### src/rtl/shift_reg_n.sv
`default_nettype none
// +-----------------------------------------------------------------------------+
// | shift_reg_n : N-bit shift/rotate register with single-op and burst modes     |
// | Revision    : 1.0                                                            |
// +-----------------------------------------------------------------------------+
module shift_reg_n #(
  parameter int               WIDTH   = 8,
  parameter logic [WIDTH-1:0] RST_VAL = '0,
  localparam int              CW      = $clog2(WIDTH+1)
) (
  input  logic             clk,
  input  logic             rst,
  input  logic             en,
  input  logic [2:0]       mode,
  input  logic [WIDTH-1:0] d,
  input  logic             sin_l,
  input  logic             sin_r,
  input  logic             start,
  input  logic [CW-1:0]    cnt,
  output logic [WIDTH-1:0] q,
  output logic             sout_l,
  output logic             sout_r,
  output logic             busy,
  output logic             done
);

  localparam logic [0:0] IDLE  = 1'b0;
  localparam logic [0:0] BURST = 1'b1;

  localparam logic [2:0] OP_HOLD  = 3'b000;
  localparam logic [2:0] OP_LOAD  = 3'b001;
  localparam logic [2:0] OP_SHL   = 3'b010;
  localparam logic [2:0] OP_SHR   = 3'b011;
  localparam logic [2:0] OP_ROTL  = 3'b100;
  localparam logic [2:0] OP_ROTR  = 3'b101;
  localparam logic [2:0] OP_ASR   = 3'b110;
  localparam logic [2:0] OP_CLEAR = 3'b111;

  localparam logic [CW-1:0] C_CNT_MAX = CW'(WIDTH);
  localparam logic [CW-1:0] C_CNT_ONE = CW'(1);

  logic [0:0]       state_q, state_d;
  logic [WIDTH-1:0] q_q, q_d;
  logic [2:0]       op_q, op_d;
  logic [CW-1:0]    rem_q, rem_d;
  logic             done_q, done_d;

  logic [CW-1:0]    w_cnt_sat;
  logic             w_burst_op;

  function automatic logic [WIDTH-1:0] f_apply(
    input logic [2:0]       op,
    input logic [WIDTH-1:0] cur,
    input logic [WIDTH-1:0] ld,
    input logic             sl,
    input logic             sr
  );
    logic [WIDTH-1:0] res;
    case (op)
      OP_HOLD:  res = cur;
      OP_LOAD:  res = ld;
      OP_SHL:   res = {cur[WIDTH-2:0], sr};
      OP_SHR:   res = {sl, cur[WIDTH-1:1]};
      OP_ROTL:  res = {cur[WIDTH-2:0], cur[WIDTH-1]};
      OP_ROTR:  res = {cur[0], cur[WIDTH-1:1]};
      OP_ASR:   res = {cur[WIDTH-1], cur[WIDTH-1:1]};
      OP_CLEAR: res = '0;
      default:  res = cur;
    endcase
    return res;
  endfunction

  assign w_cnt_sat  = (cnt > C_CNT_MAX) ? C_CNT_MAX : cnt;
  assign w_burst_op = (mode >= OP_SHL) && (mode <= OP_ASR);

  always_comb begin
    state_d = state_q;
    q_d     = q_q;
    op_d    = op_q;
    rem_d   = rem_q;
    done_d  = 1'b0;
    case (state_q)
      IDLE: begin
        if (start && w_burst_op) begin
          // First op of a burst lands on the accepting edge itself
          if (w_cnt_sat == '0) begin
            done_d = 1'b1;
          end else begin
            q_d  = f_apply(mode, q_q, d, sin_l, sin_r);
            op_d = mode;
            if (w_cnt_sat == C_CNT_ONE) begin
              rem_d  = '0;
              done_d = 1'b1;
            end else begin
              rem_d   = w_cnt_sat - C_CNT_ONE;
              state_d = BURST;
            end
          end
        end else if (en) begin
          q_d = f_apply(mode, q_q, d, sin_l, sin_r);
        end
      end
      BURST: begin
        q_d   = f_apply(op_q, q_q, d, sin_l, sin_r);
        rem_d = rem_q - C_CNT_ONE;
        if (rem_q == C_CNT_ONE) begin
          state_d = IDLE;
          done_d  = 1'b1;
        end
      end
      default: state_d = IDLE;
    endcase
  end

  always_ff @(posedge clk) begin
    if (rst) begin
      state_q <= IDLE;
      q_q     <= RST_VAL;
      op_q    <= OP_HOLD;
      rem_q   <= '0;
      done_q  <= 1'b0;
    end else begin
      state_q <= state_d;
      q_q     <= q_d;
      op_q    <= op_d;
      rem_q   <= rem_d;
      done_q  <= done_d;
    end
  end

  assign q      = q_q;
  assign sout_l = q_q[WIDTH-1];
  assign sout_r = q_q[0];
  assign busy   = (state_q == BURST);
  assign done   = done_q;

endmodule
`default_nettype wire

### config.mk
export PLATFORM = sky130hd
export DESIGN_NAME = shift_reg_n
export DESIGN_NICKNAME = d
export VERILOG_FILES = /design/src/rtl/shift_reg_n.sv
export SDC_FILE = /design/constraint.sdc
export NUM_CORES = 1
export LEC_CHECK = 0
export ABC_AREA = 1
export BUFFER_PORTS_ARGS = -buffer_cell sky130_fd_sc_hd__clkbuf_2
export CORE_UTILIZATION = 25
export CTS_BUF_LIST = sky130_fd_sc_hd__clkbuf_16
export DETAILED_ROUTE_END_ITERATION = 10
export HOLD_SLACK_MARGIN = 0.06
export MAX_ROUTING_LAYER = met4
export SLEW_MARGIN = 30
export SYNTH_ARGS = -nofsm -noshare
export SYNTH_HDL_FRONTEND = slang
export SYNTH_SLANG_ARGS = --single-unit
### constraint.sdc
create_clock -name clk -period 4 [get_ports clk]
set_input_delay 0.4 -clock clk [delete_from_list [all_inputs] [get_ports clk]]
set_output_delay 0.4 -clock clk [all_outputs]
set_load 0.02 [all_outputs]
Word-level counts from Yosys, hierarchy flattened
Index checks and enable logic that the tools add are counted.
{"block": "word_totals", "regBits": 17, "wordCells": 65}
{"block": "classes", "add_sub_neg": 2, "n_lt_le_gt_ge": 3, "n_eq_ne": 22, "muxes": 21, "bitwise": 2, "reduce_logical": 9}
{"cell": "$pmux W8 S8", "count": 1}
{"cell": "$pmux W8 S7", "count": 1}
{"cell": "$eq A3 B3 Y1 const B", "count": 8}
{"cell": "$mux W8", "count": 3}
{"cell": "$mux W4", "count": 4}
{"cell": "$pmux W8 S2", "count": 1}
{"cell": "$eq A3 B2 Y1 const B", "count": 4}
{"cell": "$eq A4 B1 Y1 const B", "count": 2}
{"cell": "$mux W1", "count": 8}
{"cell": "$ne A2 B2 Y1 const B", "count": 4}
{"cell": "$pmux W4 S2", "count": 1}
{"cell": "$sub A4 B1 Y4 const B", "count": 2}
{"cell": "$eq A3 B1 Y1 const B", "count": 2}
{"cell": "$logic_not A3 Y1", "count": 2}
{"cell": "$ne A3 B3 Y1 const B", "count": 2}
{"cell": "$reduce_and A3 Y1", "count": 2}
{"cell": "$gt A4 B4 Y1 const B", "count": 1}
{"cell": "$logic_not A4 Y1", "count": 1}
{"cell": "$pmux W1 S2", "count": 2}
{"cell": "$reduce_and A4 Y1", "count": 1}
{"cell": "$ge A3 B2 Y1 const B", "count": 1}
{"cell": "$le A3 B3 Y1 const B", "count": 1}
{"cell": "$logic_and A1 B1 Y1", "count": 2}
{"cell": "$not A1 Y1", "count": 2}
{"cell": "$reduce_and A2 Y1", "count": 1}

Depth between registers and ports, before layout
Gate-level depths: netlist of the first run.
{"block": "depth", "word_depth": 7, "ltp_mapped": 13, "mapped_depth_nobuf": 12}

Worst setup path before layout of the first run
No wires, ideal clock.
{"block": "synth_path", "path_type": "input-to-reg", "from": "input port cnt[1]", "to": "register q_q[6], in the netlist q[6]", "setup_ns": 0.114, "arrival_time_ns": 1.832, "required_time_ns": 3.886, "setup_slack_ns": 2.054, "path_stages": 13, "path_buffers": 1, "path_cell_list": "or2_2 > o21ai_0 > nand2_1 > ha_1 > nand3_1 > inv_1 > nand2_2 > nand2_2 > nor2_8 > buf_6 > nand2_2 > nor2_2 > nor2_1"}
{"block": "synth_between", "elab_chain_cells": 5}
{"element": "start: declaration", "line_no": "19", "rtl": "input logic [CW-1:0] cnt,"}
{"element": "$gt A4 B4 Y1", "line_no": "73", "rtl": "assign w_cnt_sat = (cnt > C_CNT_MAX) ? C_CNT_MAX : cnt;"}
{"element": "$mux W4 (*)", "line_no": "73"}
{"element": "$logic_not A4 Y1 (*)", "line_no": "86", "rtl": "if (w_cnt_sat == '0) begin"}
{"element": "$ne A3 B3 Y1 (no line) (*)"}
{"element": "$reduce_and A3 Y1 (no line) (*)"}
{"element": "end signal: assignment", "line_no": "124", "rtl": "q_q <= q_d;"}
{"element": "end: declaration", "line_no": "43", "rtl": "logic [WIDTH-1:0] q_q, q_d;"}
Every way passes the cells marked *; elsewhere a longest branch is shown, timed or not.
A chain may end at the register's enable or synchronous reset.

Final worst setup path of the first run
{"block": "layout_path", "from": "input port cnt[1]", "to": "register q_q[0], in the netlist q[0]"}
Same word-level chain as after synthesis.

==> results of run 1 <==
==> per-stage QoR <==
stage / power (mW) / instances
after floorplan: 0.409 / 266
after global placement: 0.472 / 364
after detailed placement: 0.474 / 364
after CTS: 0.684 / 368
after global routing: 0.730 / 368
final: 0.679 / 368
==> area by class of cell <==
type | count | area (um2) | share of cell area
clock buffers | 3 | 75.1 | 0.0403
repair buffers | 33 | 168 | 0.0901
well taps | 75 | 93.8 | 0.0504
multi-input cells | 207 | 1060 | 0.570
clock inverters | 1 | 3.75 | 0.00202
flip-flops and latches | 17 | 340 | 0.183
inverters | 32 | 120 | 0.0645
==> power groups by stage <==
stage / Clock, mW / Combinational [mW] / Sequential (mW)
after floorplan: 0 / 0.177 / 0.232
after global placement: 0 / 0.247 / 0.226
after detailed placement: 0 / 0.249 / 0.225
after CTS: 0.212 / 0.250 / 0.222
after global routing: 0.221 / 0.283 / 0.226
final: 0.207 / 0.250 / 0.222
==> routing by layer <==
metal	GRT usage	up-vias
li1	-	918
met1	0.177	797
met2	0.248	31
met3	0.0222	6
met4	0.0632	0
met5	-	-
==> flip-flops by register name, summed over array words and instances, names as in the netlist <==
register and cells:
q 8, busy 1, rem_q 4, done 1, op_q 3
==> worst paths after layout <==
| kind | from | endpoint | slack [ns] | depth (start not counted) |
|---|---|---|---|---|
| worst max-delay path | cnt[1] | q[0]$_SDFFE_PP0P_ | 2.07 | 13 |
| worst max register to register | op_q[2]$_SDFFE_PP0P_ | q[0]$_SDFFE_PP0P_ | 2.43 | 9 |
| worst min-delay path | rst | rem_q[1]$_SDFFE_PP0P_ | 0.34 | 2 |
| worst min register to register | rem_q[1]$_SDFFE_PP0P_ | rem_q[1]$_SDFFE_PP0P_ | 0.46 | 2 |
==> layout by cell type (no fill, tap or decap), types with 6 or more instances in the layout <==
| master | Yosys | routed |
|---|---|---|
| dfxtp_1 | 17 | 17 |
| clkbuf_2 | 1 | 32 |
| nand3_1 | 20 | 20 |
| o21ai_1 | 9 | 9 |
| o21ai_0 | 26 | 26 |
| nor2_1 | 51 | 51 |
| nor2_2 | 7 | 7 |
| a21oi_1 | 19 | 19 |
| nand2_1 | 45 | 45 |
| inv_1 | 29 | 30 |
| nand2_2 | 6 | 6 |
==> logic make-up (layout without fill, tap and decap cells) <==
logic type                 Yosys count  in the layout  share of synthesized area
buffers and inverters               42             69                      0.115
and+or+nand+nor                    141            141                      0.427
DFF                                 17             17                      0.215
adders and majority gates            5              5                     0.0395
xor gates and xnor gates             2              2                     0.0111
AOI/OAI and AO/OA                   59             59                      0.193
==> worst register-to-register path, delay by kind of cell, from the launching register on <==
family | cells | cell delay, ns
and+or+nand+nor | 8 | 0.83
DFF | 1 | 0.51
buffers and inverters | 1 | 0.15
==> results.md, run 1 <==
* Synth area leaders: dfxtp_1 21%, nor2_1 12%, nand2_1 11%
* Port Buffers at 32
* Synth Flop Type: dfxtp_1
* DP Area at 1780 um2
* YS warnings at 0
* EDFF count, synth at 0
* CTS root buffer: clkbuf_16
* Mapped Nets at 292
* Slowest CP cell: or2_2
* Worst Path Required at between 4 and 5 ns
* Initial core utilization at 0.263
* Crit path max-delay family: simple AND/OR/NAND/NOR gates
* Largest net degree at the start of global routing at 23
* Worst VDD drop at between 0.1 and 0.15 mV
* Synth Cell Area at 1580 um2
* Hold slack at 0.339 ns
* Initial antenna violation count at 0
* Area Growth Syn to Fin at 17.5%
* Worst-path clk slew at 0.05 ns
* Initial DRC count at 107
* CP Max Fanout at 14
* CTS tree: done
* Worst path bufs/invs at 2
* Final Hold Viols at 0
* Die Y at 81.6 um
* Post-CTS setup buffers at 0
* Internal Pwr Total at 410 uW
* Top-area cell type share of the netlist area at 0.215
* Worst Slack Setup Final at 2.07 ns
* Clock buffer depth at 2
* Area leader, netlist: dfxtp_1
* Remaining global-route overflow at 0
* Clk pwr share at 0.305
* Place WS at 1.81 ns
* Ys async rst share at 0
* Fin crit period at 1.93 ns
* Netlist cell types at 30
* Final setup vio count at 0
* Slew headroom at 0.673
* Die width at 81.6 um
* Crit path cell chain: clkbuf_2 -> or2_2 -> o21ai_0 -> nand2_1 -> ha_1 -> nand3_1 -> inv_1 -> nand2_2 -> nand2_2 -> nor2_8 -> nand2_1 -> nor2_1 -> nor2_1
* Met3 WL post-DR at 139 um
* Pwr/cell area at around 360 nW/um2
* Sequential Power Share at 0.327
* Wire length on met1 at between 2 and 2.5 mm
* Clk_lat worst skew at ~0.25 ns
* Hold Path Class: in2reg
* Crit path launch type: input pin
* Post-synth top cells: 51 x nor2_1, 45 x nand2_1, 29 x inv_1
* Core Region at about 6000 um2
* GPL Wtd Cong at approximately 0.83
* Final worst path period share at 0.482
* First-pass GRT wire length at 7.36 mm
* Remaining DRCs at 0
* Post-DP HPWL at roughly 3.3 mm
* Top-count cell post-synth: nor2_1
* Detailed-route via count at 1752
* Routed met2 length at 2.14 mm
* Max-Cap Viols at 0
* Fillers at a little under 700
* Max layer used: met4
* Sw power at approximately 270 uW
* Status: complete, no violations
* Comb power frac at 0.368
* Mapped Cells at 266
* Fraction of layout cells with a size suffix above 1 at 0.201
* Post-synthesis register bit count at 17
* Vias per cell at around 4.8
* Vias in the first global route at approximately 1700
* GRT Total Usage at 0.148
* RSZ-0062 raised after global routing: no
* Slew @ Worst Pin at 0.490 ns
* H-tree depth at 1
* Row count at 28
* Crit end category: register
* Post-CTS Resized at 0
* Post-synthesis sequential area ratio at 0.215
* Fin area at roughly 1900 um2
* Synthesized area per cell at 5.95 um2
* Diodes inserted at 0
* Finished Core Util at 0.309
* Drt pass-1 iters at 4
* Arrival time worst endpoint at about 2.1 ns
* Crit-path max cell delay at 0.30 ns
* I/O Pins at 33
* CP Class: in2reg
* Net Sw Frac at 0.395
* Fmax at 0.519 GHz
* Drt wl/cell at around 12 um
* Clock Skew at 0.00207 ns
* DRT Wirelength at 4.48 mm
* Pleak at 0.903 nW
* Max Slew Vio Count at 0
* TritonCTS buffer count at 3
* Setup TNS at 0 ns
* Post-layout nets at 320
* Final ANT Viol Nets at 0
* # hold bufs at CTS at 0
* Clk sinks at 17
* Die Footprint at around 6700 um2
(Power assumes the default switching activity.)
==> run 2: changes to the inputs <==
clock period = 2 ns   (was 4 ns; I/O delays follow)
==> run 2 against run 1 <==
Against the previous run: clock power rose by 100%; critical endpoint is now q[5]$_SDFFE_PP0P_; critical path depth stayed put; non-clock buffer count up 4; clock skew is 0.0010 ns lower; critical path type unchanged; combinational power increased by 100%.
==> results.md, run 2 (synthesis gave the netlist of run 1 again) <==
* CTS tree: done (unchanged)
* Final worst path period share at 0.845
* Hold Path Class: in2reg (unchanged)
* Drt pass-1 iters at 4 (unchanged)
* GPL Wtd Cong at 0.819 (was 0.829)
* Die Footprint at 6660 um2 (unchanged)
* Place WS at 0.0518 ns (was 1.81 ns)
* # hold bufs at CTS at 0 (unchanged)
* Final Hold Viols at 0 (unchanged)
* Hold path endpoint: rem_q[1]$_SDFFE_PP0P_ (unchanged)
* Pwr/cell area at 726 nW/um2 (was 364 nW/um2)
* Fin cells at 372 (was 368)
* Post-CTS setup buffers at 0 (unchanged)
* Reg2reg path depth at 9 (unchanged)
* GRT Total Usage at 0.144 (was 0.148)
* Clk_lat worst skew at 0.25 ns (about the same)
* Fmax at roughly 0.6 GHz
* Most frequent cells in the layout: 51 x nor2_1, 45 x nand2_1, 32 x clkbuf_2 (unchanged)
* Worst VDD drop at 0.281 mV (was 0.131 mV)
* Crit path max-delay family: simple AND/OR/NAND/NOR gates (unchanged)
* R2R Path End: q[5]$_SDFFE_PP0P_ (was q[0]$_SDFFE_PP0P_)
* Pleak at 0.921 nW (was 0.903 nW)
* Port Buffers at 32 (unchanged)
* Fin crit period at between 1.5 and 2 ns
* Max-Cap Viols at 0 (unchanged)
* Arrival time worst endpoint at 1.84 ns (was 2.08 ns)
* Status: complete, no violations (unchanged)
* Initial antenna violation count at 0 (unchanged)
* Detailed-route via count at 1774 (was 1752)
* Placed Cells at 368 (was 364)
* CP Class: in2reg (unchanged)
* Crit path launch type: input pin (unchanged)
* Fin area at 1890 um2 (was 1860 um2)
* Clock buffer depth at 2 (unchanged)
* Crit end category: register (unchanged)
* I/O Pins at 33 (unchanged)
* Final ANT Viol Nets at 0 (unchanged)
* First-pass GRT wire length at 7.18 mm (was 7.36 mm)
* Hold path startpoint: rst (unchanged)
* Vias in the first global route at 1561 (was 1666)
* Diodes inserted at 0 (unchanged)
* Final setup vio count at 0 (unchanged)
* TritonCTS buffer count at 3 (unchanged)
* Hold slack at 0.142 ns (was 0.339 ns)
* Worst Path Required at 2.15 ns (was 4.15 ns)
* Drt wl/cell at 11.9 um (was 12.2 um)
* Setup TNS at 0 ns (unchanged)
* Vias per cell at 4.77 (was 4.76)
* Die Y at 81.6 um (unchanged)
* Most common library cell in the layout ignoring fill and taps: nor2_1 (unchanged)
* CTS root buffer: clkbuf_16 (unchanged)
* Crit-path max cell delay at 0.29 ns (was 0.30 ns)
* Worst path bufs/invs at 2 (unchanged)
* H-tree depth at 1 (unchanged)
* Initial core utilization at 0.263 (unchanged)
* DP Area at 1810 um2 (was 1780 um2)
* Post-DP HPWL at 3.27 mm (about the same)
* Worst R2R Setup Slack at 0.38 ns (was 2.43 ns)
* Clock Skew at 0.00103 ns (was 0.00207 ns)
* Slew headroom at 0.660 (was 0.673)
* RSZ-0062 raised after global routing: no (unchanged)
* Die width at 81.6 um (unchanged)
* Core Region at 6030 um2 (unchanged)
* Clk sinks at 17 (unchanged)
* Post-CTS Resized at 0 (unchanged)
* Max reg flops at 8 (unchanged)
* Remaining global-route overflow at 0 (unchanged)
* Largest net degree at the start of global routing at 20 (was 23)
* Worst-path clk slew at 0.06 ns (was 0.05 ns)
* Worst Slack Setup Final at 0.309 ns (was 2.07 ns)
* Crit path cell chain: clkbuf_2 -> or2_2 -> o21ai_0 -> nand2_1 -> ha_1 -> nand3_1 -> inv_1 -> nand2_2 -> nand2_2 -> nor2_8 -> nand2_1 -> nor2_1 -> nor2_1 (unchanged)
* Total Power at 1.37 mW (was 679 uW)
* Post-layout nets at 324 (was 320)
* Finished Core Util at 0.314 (was 0.309)
* Slew @ Worst Pin at 0.509 ns (was 0.490 ns)
* Hold Crit Depth at 2 (unchanged)
* Fraction of layout cells with a size suffix above 1 at 0.212 (was 0.201)
* R2R Path Start: busy$_SDFF_PP0_ (was op_q[2]$_SDFFE_PP0P_)
* CP Max Fanout at 14 (unchanged)
* Row count at 28 (unchanged)
* Slowest CP cell: or2_2 (unchanged)
* Remaining DRCs at 0 (unchanged)
* Area Growth Syn to Fin at 19.4% (was 17.5%)
* DRT Wirelength at 4.43 mm (was 4.48 mm)
* Initial DRC count at 96 (was 107)
* Stages on worst setup path at 13 (unchanged)
* Max Slew Vio Count at 0 (unchanged)
run 2: cell types whose count changed in the layout (fill, tap and decap cells not counted):
cell   before  now
buf_4       1    5
run 2: area by class of cell:
class                      count  area (um2)
fill                         678        4130
clock inverter                 1        3.75
sequential                    17         340
timing repair buffer          37         198
multi-input combinational    207        1060
clock buffer                   3        75.1
tap                           75        93.8
inverter                      32         120
run 2: report_power, final:
group	switching, mW	total [mW]	internal [mW]
Clock	0.153	0.419	0.267
Sequential	0.0643	0.448	0.384
Combinational	0.326	0.507	0.181
Total	0.543	1.37	0.831
run 2: worst max-delay path by stage:
stage	startpoint	to
4_1_cts	cnt[1]	q[5]$_SDFFE_PP0P_
3_3_place_gp	cnt[1]	q[2]$_SDFFE_PP0P_
6_report	cnt[1]	q[5]$_SDFFE_PP0P_
3_5_place_dp	cnt[1]	q[5]$_SDFFE_PP0P_
2_1_floorplan	cnt[1]	q[6]$_SDFFE_PP0P_
5_1_grt	cnt[1]	q[0]$_SDFFE_PP0P_
run 2: metal layers:
layer  part of all wire  routed length, um  GRT usage  up-vias
li1                   -                  -          -      923
met1               0.50               2210      0.184      788
met2               0.44               1940      0.228       57
met3              0.046                204     0.0189        6
met4              0.018                 78     0.0544        0
met5                  0                  0          -        -
run 2: worst register-to-register path: stages (launching register included):
cell     delay [ns]
dfxtp_1        0.50
inv_1          0.18
nand3_1        0.14
inv_1          0.06
nand2_2        0.07
nand2_2        0.08
nor2_8         0.25
nand2_1        0.09
nor2_1         0.10
nor2_1         0.05
==> run 3: changes to the inputs <==
clock period = 1.65 ns   (was 2 ns; I/O delays follow)
==> run 3 against run 2 <==
Against the previous run: first-iteration DRC count decreased by 5.2%; core utilization is 1.6 points higher; global-route usage grew 0.55 points; largest cell class unchanged; sequential share of layout area fell by 0.88 points; critical path type unchanged; critical path depth is the same.
==> results.md, run 3 (synthesis gave the netlist of run 1 again) <==
* Hold Path Class: in2reg (unchanged)
* Fmax at 0.669 GHz
* Vias per cell at 4.76 (was 4.77)
* CTS tree: done (unchanged)
* Core Region at 6030 um2 (unchanged)
* Arrival time worst endpoint at 1.64 ns (was 1.84 ns)
* Final Hold Viols at 0 (unchanged)
* Max reg flops at 8 (unchanged)
* Pleak at 0.959 nW (was 0.921 nW)
* Placed Cells at 372 (was 368)
* Final setup vio count at 0 (unchanged)
* Remaining global-route overflow at 0 (unchanged)
* Hold slack at 0.112 ns (was 0.142 ns)
* GRT Total Usage at 0.149 (was 0.144)
* H-tree depth at 1 (unchanged)
* Worst VDD drop at 0.352 mV (was 0.281 mV)
* Detailed-route via count at 1814 (was 1774)
* Clock buffer depth at 2 (unchanged)
* Crit path cell chain: clkbuf_2 -> or2_2 -> o21ai_2 -> nand2_1 -> ha_2 -> nand3_2 -> inv_1 -> nand2_2 -> nand2_4 -> nor2_8 -> nand2_2 -> nor2_2 -> nor2_1 (was clkbuf_2 -> or2_2 -> o21ai_0 -> nand2_1 -> ha_1 -> nand3_1 -> inv_1 -> nand2_2 -> nand2_2 -> nor2_8 -> nand2_1 -> nor2_1 -> nor2_1)
* Final ANT Viol Nets at 0 (unchanged)
* # hold bufs at CTS at 0 (unchanged)
* CTS root buffer: clkbuf_16 (unchanged)
* Fin crit period at 1.49 ns
* Most common library cell in the layout ignoring fill and taps: nor2_1 (unchanged)
* Drt wl/cell at 12.0 um (was 11.9 um)
* Post-layout nets at 333 (was 324)
* Max-Cap Viols at 0 (unchanged)
* Die Footprint at 6660 um2 (unchanged)
* Initial antenna violation count at 0 (unchanged)
* Status: complete, no violations (unchanged)
* Initial DRC count at 91 (was 96)
* Finished Core Util at 0.330 (was 0.314)
* Vias in the first global route at 1665 (was 1561)
* Crit end category: register (unchanged)
* Initial core utilization at 0.263 (unchanged)
* Fin cells at 381 (was 372)
* Post-DP HPWL at 3.40 mm (was 3.27 mm)
* Largest net degree at the start of global routing at 20 (unchanged)
* Area Growth Syn to Fin at 25.6% (was 19.4%)
* GPL Wtd Cong at 0.818 (was 0.819)
* Most frequent cells in the layout: 50 x nor2_1, 44 x nand2_1, 32 x clkbuf_2 (was 51 x nor2_1, 45 x nand2_1, 32 x clkbuf_2)
* Die width at 81.6 um (unchanged)
* Row count at 28 (unchanged)
* Most used cell, CP: nand2_2
* Crit-path max cell delay at 0.31 ns (was 0.29 ns)
* First-pass GRT wire length at 7.56 mm (was 7.18 mm)
* Clk_lat worst skew at 0.25 ns (about the same)
* Final worst path period share at 0.906
* Clk sinks at 17 (unchanged)
* Die Y at 81.6 um (unchanged)
* Clock Skew at 0.00257 ns (was 0.00103 ns)
* Port Buffers at 32 (unchanged)
* RSZ-0062 raised after global routing: no (unchanged)
* Fraction of layout cells with a size suffix above 1 at 0.261 (was 0.212)
* DRT Wirelength at 4.58 mm (was 4.43 mm)
* Total Power at 1.71 mW (was 1.37 mW)
* Worst-path clk slew at 0.06 ns (about the same)
* Drt pass-1 iters at 4 (unchanged)
* I/O Pins at 33 (unchanged)
* Slew headroom at 0.681 (was 0.660)
* Crit path launch type: input pin (unchanged)
* Slowest CP cell: or2_2 (unchanged)
* Fin area at 1990 um2 (was 1890 um2)
* TritonCTS buffer count at 3 (unchanged)
* CP Class: in2reg (unchanged)
* DP Area at 1850 um2 (was 1810 um2)
* Max Slew Vio Count at 0 (unchanged)
* CP Max Fanout at 7 (was 14)
* Worst Path Required at 1.80 ns (was 2.15 ns)
* Slew @ Worst Pin at 0.477 ns (was 0.509 ns)
* Pwr/cell area at 858 nW/um2 (was 726 nW/um2)
* Diodes inserted at 0 (unchanged)
* Remaining DRCs at 0 (unchanged)
==> run 3: report_power, final <==
group	internal (mW)	switching, mW	total (mW)
Sequential	0.465	0.0754	0.541
Clock	0.325	0.180	0.506
Combinational	0.245	0.416	0.661
Total	1.04	0.672	1.71
==> run 3: metrics by stage <==
stage | setup slack, ns | TNS (ns)
2_1_floorplan | 0.0130 | 0
3_3_place_gp | -0.107 | -0.678
3_5_place_dp | -0.160 | -1.06
4_1_cts | 0.101 | 0
5_1_grt | 0.0123 | 0
6_report | 0.155 | 0
==> run 3: critical path, delay by kind of cell <==
family	cells	cell delay, ns
simple gates	9	1.03
fa+ha+maj	1	0.19
buf+inv	2	0.14
compound gates	1	0.11
==> run 3: layout make-up <==
cell class | instances | area [um2]
well taps | 75 | 93.8
flip-flops and latches | 17 | 340
repair buffers | 45 | 258
clock inverters | 1 | 5.00
multi-input cells | 208 | 1090
inverters | 32 | 124
fillers | 680 | 4040
clock buffers | 3 | 75.1
==> run 3: path summary, 6_finish.rpt <==
kind,start,endpoint,slack [ns],depth (start not counted)
setup / recovery,cnt[1],q[2]$_SDFFE_PP0P_,0.16,13
hold / removal,rst,rem_q[1]$_SDFFE_PP0P_,0.11,2
setup reg to reg,op_q[2]$_SDFFE_PP0P_,q[3]$_SDFFE_PP0P_,0.22,7
hold reg to reg,rem_q[1]$_SDFFE_PP0P_,rem_q[1]$_SDFFE_PP0P_,0.47,2
==> run 3: what timing repair did <==
action                                 in CTS  in global routing
gates resized for setup                     0                  7
setup buffers                               0                  4
setup endpoints to repair                   0                  8
endpoints found under the hold margin       0                  0
==> run 3: layer usage <==
metal / GRT usage / up-vias / part of all wire
li1: - / 947 / -
met1: 0.197 / 829 / 0.49
met2: 0.236 / 35 / 0.46
met3: 0.0233 / 3 / 0.040
met4: 0.0386 / 0 / 0.0046
met5: - / - / 0
